==> src/rtl/traffic_lights_pkg.sv <==
// Shared encodings for the traffic_lights intersection controller.
package traffic_lights_pkg;

  localparam logic [2:0] LIGHT_GREEN  = 3'b001;
  localparam logic [2:0] LIGHT_YELLOW = 3'b010;
  localparam logic [2:0] LIGHT_RED    = 3'b100;

  typedef enum logic [1:0] {
    S0 = 2'd0,
    S1 = 2'd1,
    S2 = 2'd2,
    S3 = 2'd3
  } light_state_t;

  typedef enum logic {
    MODE_NORMAL = 1'b0,
    MODE_PARADE = 1'b1
  } mode_state_t;

endpackage

==> src/rtl/traffic_lights_parade_mode.sv <==
// Parade mode latch: p enters parade, r leaves it; m is high while in parade.
module parade_mode
  import traffic_lights_pkg::*;
(
  input  logic clk,
  input  logic reset,
  input  logic p,
  input  logic r,
  output logic m
);

  mode_state_t state, state_next;

  always_ff @(posedge clk) begin
    if (reset) state <= MODE_NORMAL;
    else       state <= state_next;
  end

  always_comb begin
    state_next = state;
    m          = 1'b0;
    case (state)
      MODE_NORMAL: if (p) state_next = MODE_PARADE;
      MODE_PARADE: begin
        m = 1'b1;
        if (r) state_next = MODE_NORMAL;
      end
      default: state_next = MODE_NORMAL;
    endcase
  end

endmodule

==> src/rtl/traffic_lights.sv <==
// Two-road traffic-light Moore FSM with yellow-phase counter.
// Parade mode (Bravado held green) is built only when TRAFFIC_PARADE_EN is defined.
module traffic_lights
  import traffic_lights_pkg::*;
#(
  parameter int YELLOW_CYCLES = 1
) (
  input  logic       clk,
  input  logic       reset,
  input  logic       p,
  input  logic       r,
  input  logic       ta,
  input  logic       tb,
  output logic [2:0] la,
  output logic [2:0] lb
);

  localparam int CW = (YELLOW_CYCLES > 1) ? $clog2(YELLOW_CYCLES) : 1;
  localparam logic [CW-1:0] LAST = CW'(YELLOW_CYCLES - 1);

  light_state_t  state, state_next;
  logic [CW-1:0] cnt, cnt_next;
  logic          m;

`ifdef TRAFFIC_PARADE_EN
  parade_mode u_parade_mode (
    .clk   (clk),
    .reset (reset),
    .p     (p),
    .r     (r),
    .m     (m)
  );
`else
  logic unused_parade_inputs;
  assign unused_parade_inputs = p ^ r;
  assign m = 1'b0;
`endif

  always_ff @(posedge clk) begin
    if (reset) begin
      state <= S0;
      cnt   <= '0;
    end else begin
      state <= state_next;
      cnt   <= cnt_next;
    end
  end

  // Counter stays 0 outside yellow phases, so each yellow phase starts from 0.
  always_comb begin
    state_next = state;
    cnt_next   = '0;
    la         = LIGHT_RED;
    lb         = LIGHT_RED;
    case (state)
      S0: begin
        la = LIGHT_GREEN;
        if (!ta) state_next = S1;
      end
      S1: begin
        la = LIGHT_YELLOW;
        if (cnt == LAST) state_next = S2;
        else             cnt_next   = cnt + CW'(1);
      end
      S2: begin
        lb = LIGHT_GREEN;
        if (!m && !tb) state_next = S3;
      end
      S3: begin
        lb = LIGHT_YELLOW;
        if (cnt == LAST) state_next = S0;
        else             cnt_next   = cnt + CW'(1);
      end
      default: state_next = S0;
    endcase
  end

endmodule

==> config.mk <==
export PLATFORM = sky130hd
export DESIGN_NAME = traffic_lights
export DESIGN_NICKNAME = d
export VERILOG_FILES = /design/src/rtl/traffic_lights_pkg.sv /design/src/rtl/traffic_lights_parade_mode.sv /design/src/rtl/traffic_lights.sv
export SDC_FILE = /design/constraint.sdc
export NUM_CORES = 1
export LEC_CHECK = 0
export ABC_AREA = 1
export CORE_AREA = 10 10 47 49
export CTS_CLUSTER_SIZE = 28
export DETAILED_ROUTE_END_ITERATION = 12
export DIE_AREA = 0 0 57 59
export PLACE_DENSITY = 0.49
export SYNTH_ARGS = -nofsm -noshare
export SYNTH_HDL_FRONTEND = slang
export SYNTH_SLANG_ARGS = --single-unit
==> constraint.sdc <==
create_clock -name clk -period 2.7 [get_ports clk]
set_input_delay 0.81 -clock clk [delete_from_list [all_inputs] [get_ports clk]]
set_output_delay 0.81 -clock clk [all_outputs]
set_load 0.02 [all_outputs]
Yosys cells after proc, flatten, opt, wreduce, memory -nomap -nowiden
Cells that the tools add are included.

cells by class
  bitwise gates (word level) = 2
  multiplexer cells = 7
  reductions and logical operators = 4
  add/subtract/negate cells = 1
  eq/ne operators = 7

operators by type and width
  cell                   number
  $pmux W3 S2            2
  $mux W2                4
  $ne A2 B2 Y1 const B   4
  $pmux W2 S4            1
  $eq A2 B2 Y1 const B   2
  $reduce_and A4 Y1      1
  $reduce_or A3 Y1       1
  $eq A2 B1 Y1 const B   1
  $logic_not A2 Y1       1
  $not A1 Y1             2
  $reduce_or A2 Y1       1
  $add A1 B1 Y1 const B  1

storage, ports and cells
  register bits = 3
  word-level logic and storage cells = 23
  output and inout bits = 6
  input port bits = 6

Logic depth before layout (Yosys ltp)
Gate-level depths: netlist of the first run.

  depth in word-level cells = 4
  depth in mapped cells = 8
  mapped depth without buffers = 8

Least setup slack after synthesis of the first run
No wires, ideal clock.

  kind = reg2out
  from = register state[0]
  to = output lb[2]
  slack = 0.767 ns
  buffers on the path = 0
  stages on the path, launching flop included = 4
  arrival time = 1.123 ns
  data required time = 1.890 ns
  cells stage by stage = dfxtp_1 inv_1 ha_1 nor2_1

between the ends
  word-level cells in the longest chain between the ends = 2
  elaborated cells on any way between the ends = 3
  classes of those cells = 2 x eq/ne; 1 x mux

ends and longest elaborated chain
  element                 line                  text
  start, declared         traffic_lights.sv:21  light_state_t state, state_next;
  start signal, assigned  traffic_lights.sv:44  state <= state_next;
  $eq A2 B2 Y1            traffic_lights.sv:55  case (state)
  $pmux W3 S2 *           traffic_lights.sv:55
  end, declared           traffic_lights.sv:15  output logic [2:0] lb

Mark *: on every way between the ends. The rest lies on a longest branch, timed or not.

Final worst setup path of the first run
  from = register state[0]
  to = output la[2]

between the ends
  word-level cells in the longest chain between the ends = 2
  elaborated cells on any way between the ends = 3
  classes of those cells = 1 x eq/ne; 1 x mux; 1 x reduce/logical

ends and longest elaborated chain
  element                                           line                  text
  $eq A2 B1 Y1 or $logic_not A2 Y1 (tied branches)  traffic_lights.sv:55
  $pmux W3 S2 *                                     traffic_lights.sv:55
  end, declared                                     traffic_lights.sv:14  output logic [2:0] la,

Marked as above.

==> run_results.csv, run 1 <==
group,metric,value,unit
run_status,outcome,"finished clean",
drt,drtIter0Drc,2,
job,drv_cap,0,
critical_path,crit_path_max_fanout,6,
synth,netlist.top_cell.by_area,"ha_1",
grt,grt_pass1_wl,890,µm
synth,synth_area,245,µm²
drt,routed_wl,559,µm
synth,syn_avg_cell_area,7.01,µm²
die,die_w,57,µm
sta,worst_slack,0.193,ns
sta,finalCritPeriodShare,92.9,%
synth,yosysSeqAreaShare,24.5,%
min_path,min_path_cells,2,
sta,rsz0062_at_grt,"no",
grt,grt_overflow,0,
power_and_ir_drop,leakage,0.199,nW
placed_design,place_hpwl,464,µm
clocking,cts_root_buf,"clkbuf_4",
cells_and_area,num-fill-cells,170,
critical_path,worstSetupStartpointType,"register",
critical_path,slowest_stage,"clkdlybuf4s50_1",
power_and_ir_drop,vdd.ir_drop.worst,0.253,mV
clocking,clk_pin_slew,0.04,ns
synth,synth_fp_nets,48,
sta,fmax,399,MHz
cells_and_area,syn_to_final_growth,56.6,%
critical_path,setup.worst_path.class,"reg2out",
synth,synthTopCellsByArea,"ha_1 36%, dfxtp_1 24%, nand2_1 12%",
critical_path,reg2reg_depth,7,
die,boundaryPins,12,
cells_and_area,diodes,0,
cells_and_area,layout_common_cells,"8 x nor2_1, 8 x nand2_1, 8 x clkdlybuf4s50_1, 7 x ha_1, 5 x inv_1",
cells_and_area,post_route_cells_drive_above_1_share,6.25,%
clocking,cts_tree,"built",
die,start_util,17.5,%
critical_path,arrival,1.70,ns
sta,worst_clock_skew,0.00158,ns
critical_path,r2r_start,"state[0]$_SDFFE_PP0P_",
placed_design,place_area,355,µm²
die,rows,14,
sta,finalCriticalPeriod,2.51,ns
min_path,hold_class,"reg2reg",
synth,synth_top_area_share,35.7,%
cells_and_area,nets,62,
critical_path,end_kind,"output port",
grt,grt_max_degree,7,
clocking,cts_setup_buffers,0,
placed_design,port_buffers,9,
critical_path,crit_chain,"inv_1 > ha_1 > nor2_1 > clkdlybuf4s50_1",
synth,synth_seq_cells,3,
critical_path,slowest_delay,0.61,ns
drt,drt_first_pass_iters,4,
critical_path,r2r_end,"state[0]$_SDFFE_PP0P_",
critical_path,endpoint,"la[2]",
critical_path,reg2reg_slack,1.41,ns
clocking,cts.sinks,3,
synth,syn_inst,35,
grt,first_global_vias,218,
power_and_ir_drop,p_per_area,1230,nW/µm²
cells_and_area,final_cell_area,384,µm²
placed_design,dp_slack,0.350,ns
grt,antenna_found_initial,0,
sta,finalSetupTns,0,ns
sta,setup_violations,0,
die,core-area,1400,µm²
die,die_area,3360,µm²
clocking,cts-buffers-inserted,3,
clocking,cts-htree-levels,1,
drt,detail-route-antenna-nets,0,
synth,ys.warnings.count,0,
critical_path,cp.required,1.89,ns
critical_path,startpoint,"state[0]$_SDFFE_PP0P_",
sta,slew_violations,0,
drt,drc_errors,0,
sta,hold_viol,0,
drt,num_vias,233,
clocking,insertion_delay,0.23,ns
drt,wire_per_inst,8.73,µm
clocking,cts_buffer_depth,2,
drt,viasPerCell,3.64,
grt,grt_usage,3.50,%
placed_design,gp_congestion,0.652,
synth,synth.distinct_cells,8,
cells_and_area,postLayoutCoreUtil,27.4,%
die,dieHeight,59,µm
-- area by class of cell --
class,count,area (µm²),share of cell area [%]
inverters,5,18.8,4.89
repair buffers,9,92.6,24.1
flip-flops and latches,3,60.1,15.6
multi-input cells,27,166,43.3
clock buffers,4,26.3,6.84
well taps,16,20.0,5.21
-- critical path, delay by kind of cell, from the launching register on --
family | cells | cell delay (ns)
buffers and inverters | 2 | 0.73
flip-flops | 1 | 0.43
adder cells (fa/ha/maj) | 1 | 0.22
AND/OR/NAND/NOR | 1 | 0.10
-- kinds of logic (layout without fill, tap and decap cells) --
group / after synthesis / count (layout) / synth area share, %
AO/OA/AOI/OAI: 1 / 1 / 2.04
AND/OR/NAND/NOR: 18 / 18 / 28.6
adder cells (fa/ha/maj): 7 / 7 / 35.7
buffers and inverters: 5 / 18 / 7.65
flip-flops: 3 / 3 / 24.5
other: 1 / 1 / 1.53
-- power breakdown --
part           internal [W]  total (W)  switching, W  leakage [nW]
Combinational      0.000140   0.000312      0.000172         0.159
Sequential        0.0000603  0.0000826     0.0000224        0.0251
Clock             0.0000552  0.0000763     0.0000211        0.0150
-- metrics by stage --
stage / hold slack, ns / total power (W) / instances
final: 0.554 / 0.000471 / 64
after global routing: 0.589 / 0.000525 / 64
after detailed placement: 0.560 / 0.000408 / 60
after floorplan: 0.512 / 0.000282 / 35
after global placement: 0.555 / 0.000405 / 60
after CTS: 0.566 / 0.000489 / 64
-- layer usage --
metal / vias up / GRT usage (%) / share of wire [%]
met5: - / 0 / 0
met2: 7 / 4.65 / 42
li1: 128 / - / -
met3: 2 / 2.36 / 8.1
met1: 96 / 3.69 / 49
met4: 0 / 3.02 / 0.72
-- flip-flops by register name, indices dropped and copies added (netlist names) --
| register | flops |
|---|---|
| state | 2 |
| cnt | 1 |
-- repair_timing --
action / 4_1_cts / 5_1_grt
setup endpoints to repair: 0 / 1
gates resized for setup: 0 / 1
hold buffers: 0 / 0
-- synthesized netlist by cell type, drive strengths merged --
| cell type | instances |
|---|---|
| nand3 | 2 |
| nand2 | 8 |
| inv | 5 |
| o21ai | 1 |
| nor2 | 8 |
| ha | 7 |
| dfxtp | 3 |
| conb | 1 |
-- worst min path at each step --
| stage | startpoint | to | slack, ns |
|---|---|---|---|
| 6_report | state[1]$_SDFFE_PP0P_ | state[1]$_SDFFE_PP0P_ | 0.55 |
| 5_1_grt | state[1]$_SDFFE_PP0P_ | state[1]$_SDFFE_PP0P_ | 0.59 |
| 4_1_cts | state[1]$_SDFFE_PP0P_ | state[1]$_SDFFE_PP0P_ | 0.57 |
| 3_5_place_dp | state[1]$_SDFFE_PP0P_ | state[1]$_SDFFE_PP0P_ | 0.56 |
| 3_3_place_gp | state[1]$_SDFFE_PP0P_ | state[1]$_SDFFE_PP0P_ | 0.56 |
| 2_1_floorplan | state[1]$_SDFFE_PP0P_ | state[1]$_SDFFE_PP0P_ | 0.51 |
Note: power is estimated with default switching activity, not from simulation.
==> inputs of run 2 (changes only) <==
Settings changed: CTS_BUF_LIST set to sky130_fd_sc_hd__clkbuf_8.
Clock period 2.7 ns to 3.1 ns, I/O delays scaled along.
==> run 2 against run 1 <==
Compared with the run above: worst setup slack gained 0.26 ns; non-clock buffer count is the same; cell area grew 4.2%; global-route usage grew 0.34 points; via count shrank 0.43%; sequential power shrank 13%; critical path depth is the same; register-to-register slack gained 0.40 ns; sequential share of layout area shrank 0.64 points; worst hold slack lost 0.0016 ns; critical path type unchanged; critical endpoint is now lb[2]; largest cell class unchanged.
==> run_results.csv, run 2 (synthesis gave the netlist of run 1 again) <==
group,metric,value,unit
run_status,outcome,"finished clean",
sta,setup_violations,0,
die,start_util,17.5,%
cells_and_area,syn_to_final_growth,63.3,%
clocking,cts-htree-levels,1,
cells_and_area,top_register,"state",
critical_path,end_kind,"output port",
critical_path,setup.worst_path.class,"reg2out",
cells_and_area,final_cell_area,400,µm²
min_path,hold_class,"reg2reg",
power_and_ir_drop,power.internal,0.000260,W
cells_and_area,final_common_cell,"clkdlybuf4s50_1",
sta,rsz0062_at_grt,"no",
cells_and_area,layout_common_cells,"9 x clkdlybuf4s50_1, 8 x nor2_1, 8 x nand2_1, 7 x ha_1, 6 x inv_1",
power_and_ir_drop,finalPower,0.000452,W
sta,finalSetupTns,0,ns
critical_path,arrival,1.72,ns
drt,wire_per_inst,8.38,µm
cells_and_area,nets,62,
placed_design,gp_congestion,0.653,
job,drv_cap,0,
sta,finalCritPeriodShare,85.4,%
power_and_ir_drop,p_sw,0.000192,W
sta,fmax,378,MHz
critical_path,reg2reg_slack,1.81,ns
critical_path,crit_path_max_fanout,6,
cells_and_area,post_route_cells_drive_above_1_share,6.25,%
die,boundaryPins,12,
power_and_ir_drop,pwr-share-clk,24.1,%
drt,drtIter0Drc,3,
sta,hold_ws,0.553,ns
power_and_ir_drop,p_seq_share,15.9,%
sta,slew_violations,0,
die,dieHeight,59,µm
grt,grt_max_degree,7,
grt,first_global_vias,209,
power_and_ir_drop,p_per_area,1130,nW/µm²
sta,hold_viol,0,
clocking,insertion_delay,0.21,ns
clocking,cts_setup_buffers,0,
clocking,cts_buffer_depth,2,
clocking,cts_resized,0,
clocking,cts_root_buf,"clkbuf_8",
drt,routed_wl,536,µm
drt,viasPerCell,3.63,
clocking,cts-buffers-inserted,3,
clocking,holdBufCountCts,0,
critical_path,cp.required,2.17,ns
clocking,cts_tree,"built",
cells_and_area,largest_reg_flops,2,
drt,detail-route-antenna-nets,0,
placed_design,place_hpwl,443,µm
cells_and_area,reg.largest.list,"state x2, cnt x1",
cells_and_area,num-fill-cells,167,
placed_design,place_area,355,µm²
power_and_ir_drop,leakage,0.207,nW
drt,drc_errors,0,
drt,num_vias,232,
die,die_area,3360,µm²
grt,antenna_found_initial,0,
die,core-area,1400,µm²
clocking,cts.sinks,3,
grt,grt_usage,3.85,%
placed_design,port_buffers,9,
critical_path,worstSetupStartpointType,"register",
grt,grt_pass1_wl,945,µm
cells_and_area,diodes,0,
power_and_ir_drop,sw_frac_of_total,42.4,%
drt,drt_first_pass_iters,2,
power_and_ir_drop,p_comb_share,60.1,%
die,rows,14,
die,die_w,57,µm
sta,worst_clock_skew,0.000321,ns
power_and_ir_drop,vdd.ir_drop.worst,0.268,mV
grt,grt_overflow,0,
sta,finalCriticalPeriod,2.65,ns
clocking,clk_pin_slew,0.03,ns
-- run 2: changes by cell type in the layout (fill, tap and decap cells not counted) --
cell,change
clkbuf_1,-1
clkbuf_4,-3
clkbuf_8,+3
clkdlybuf4s50_1,+1
dlymetal6s2s_1,-1
inv_1,+1
-- run 2: final timing paths --
path,depth (start not counted),to,start
hold reg to reg,2,state[1]$_SDFFE_PP0P_,state[1]$_SDFFE_PP0P_
setup reg to reg,6,state[0]$_SDFFE_PP0P_,state[1]$_SDFFE_PP0P_
hold / removal,2,state[1]$_SDFFE_PP0P_,state[1]$_SDFFE_PP0P_
setup / recovery,4,lb[2],state[0]$_SDFFE_PP0P_
-- run 2: routing by layer --
layer,track usage [%],share of wire [%]
met3,3.86,11
met2,4.65,43
met5,0,0
met4,3.02,0
met1,3.80,47
-- run 2: cell type report --
cell class                 instances  area (µm²)  area share (%)
clock buffer                       3        41.3            10.3
tap                               16        20.0            5.00
timing repair buffer               9        90.1            22.5
clock inverter                     1        3.75           0.938
sequential                         3        60.1            15.0
inverter                           5        18.8            4.69
multi-input combinational         27         166            41.6
-- run 2: power by group through the flow --
stage	registers, W	clock network (W)	logic, W
6_report	0.0000718	0.000109	0.000272
2_1_floorplan	0.0000677	0	0.000178
3_5_place_dp	0.0000733	0	0.000278
5_1_grt	0.0000760	0.000118	0.000305
4_1_cts	0.0000726	0.000114	0.000278
3_3_place_gp	0.0000732	0	0.000279
-- run 2: worst max-delay path, stage by stage, from the launching register on --
cell and delay (ns):
dfxtp_1 0.42, inv_1 0.11, ha_1 0.25, nor2_1 0.12
clkdlybuf4s50_1 0.61
-- run 2: metrics by stage --
stage                     instances  setup WS [ns]  utilization (%)
after floorplan                  35           1.05                -
after global placement           60          0.656             25.4
after detailed placement         60          0.656             25.4
after CTS                        64          0.425             28.6
after global routing             64          0.300             28.6
final                            64          0.453             28.6
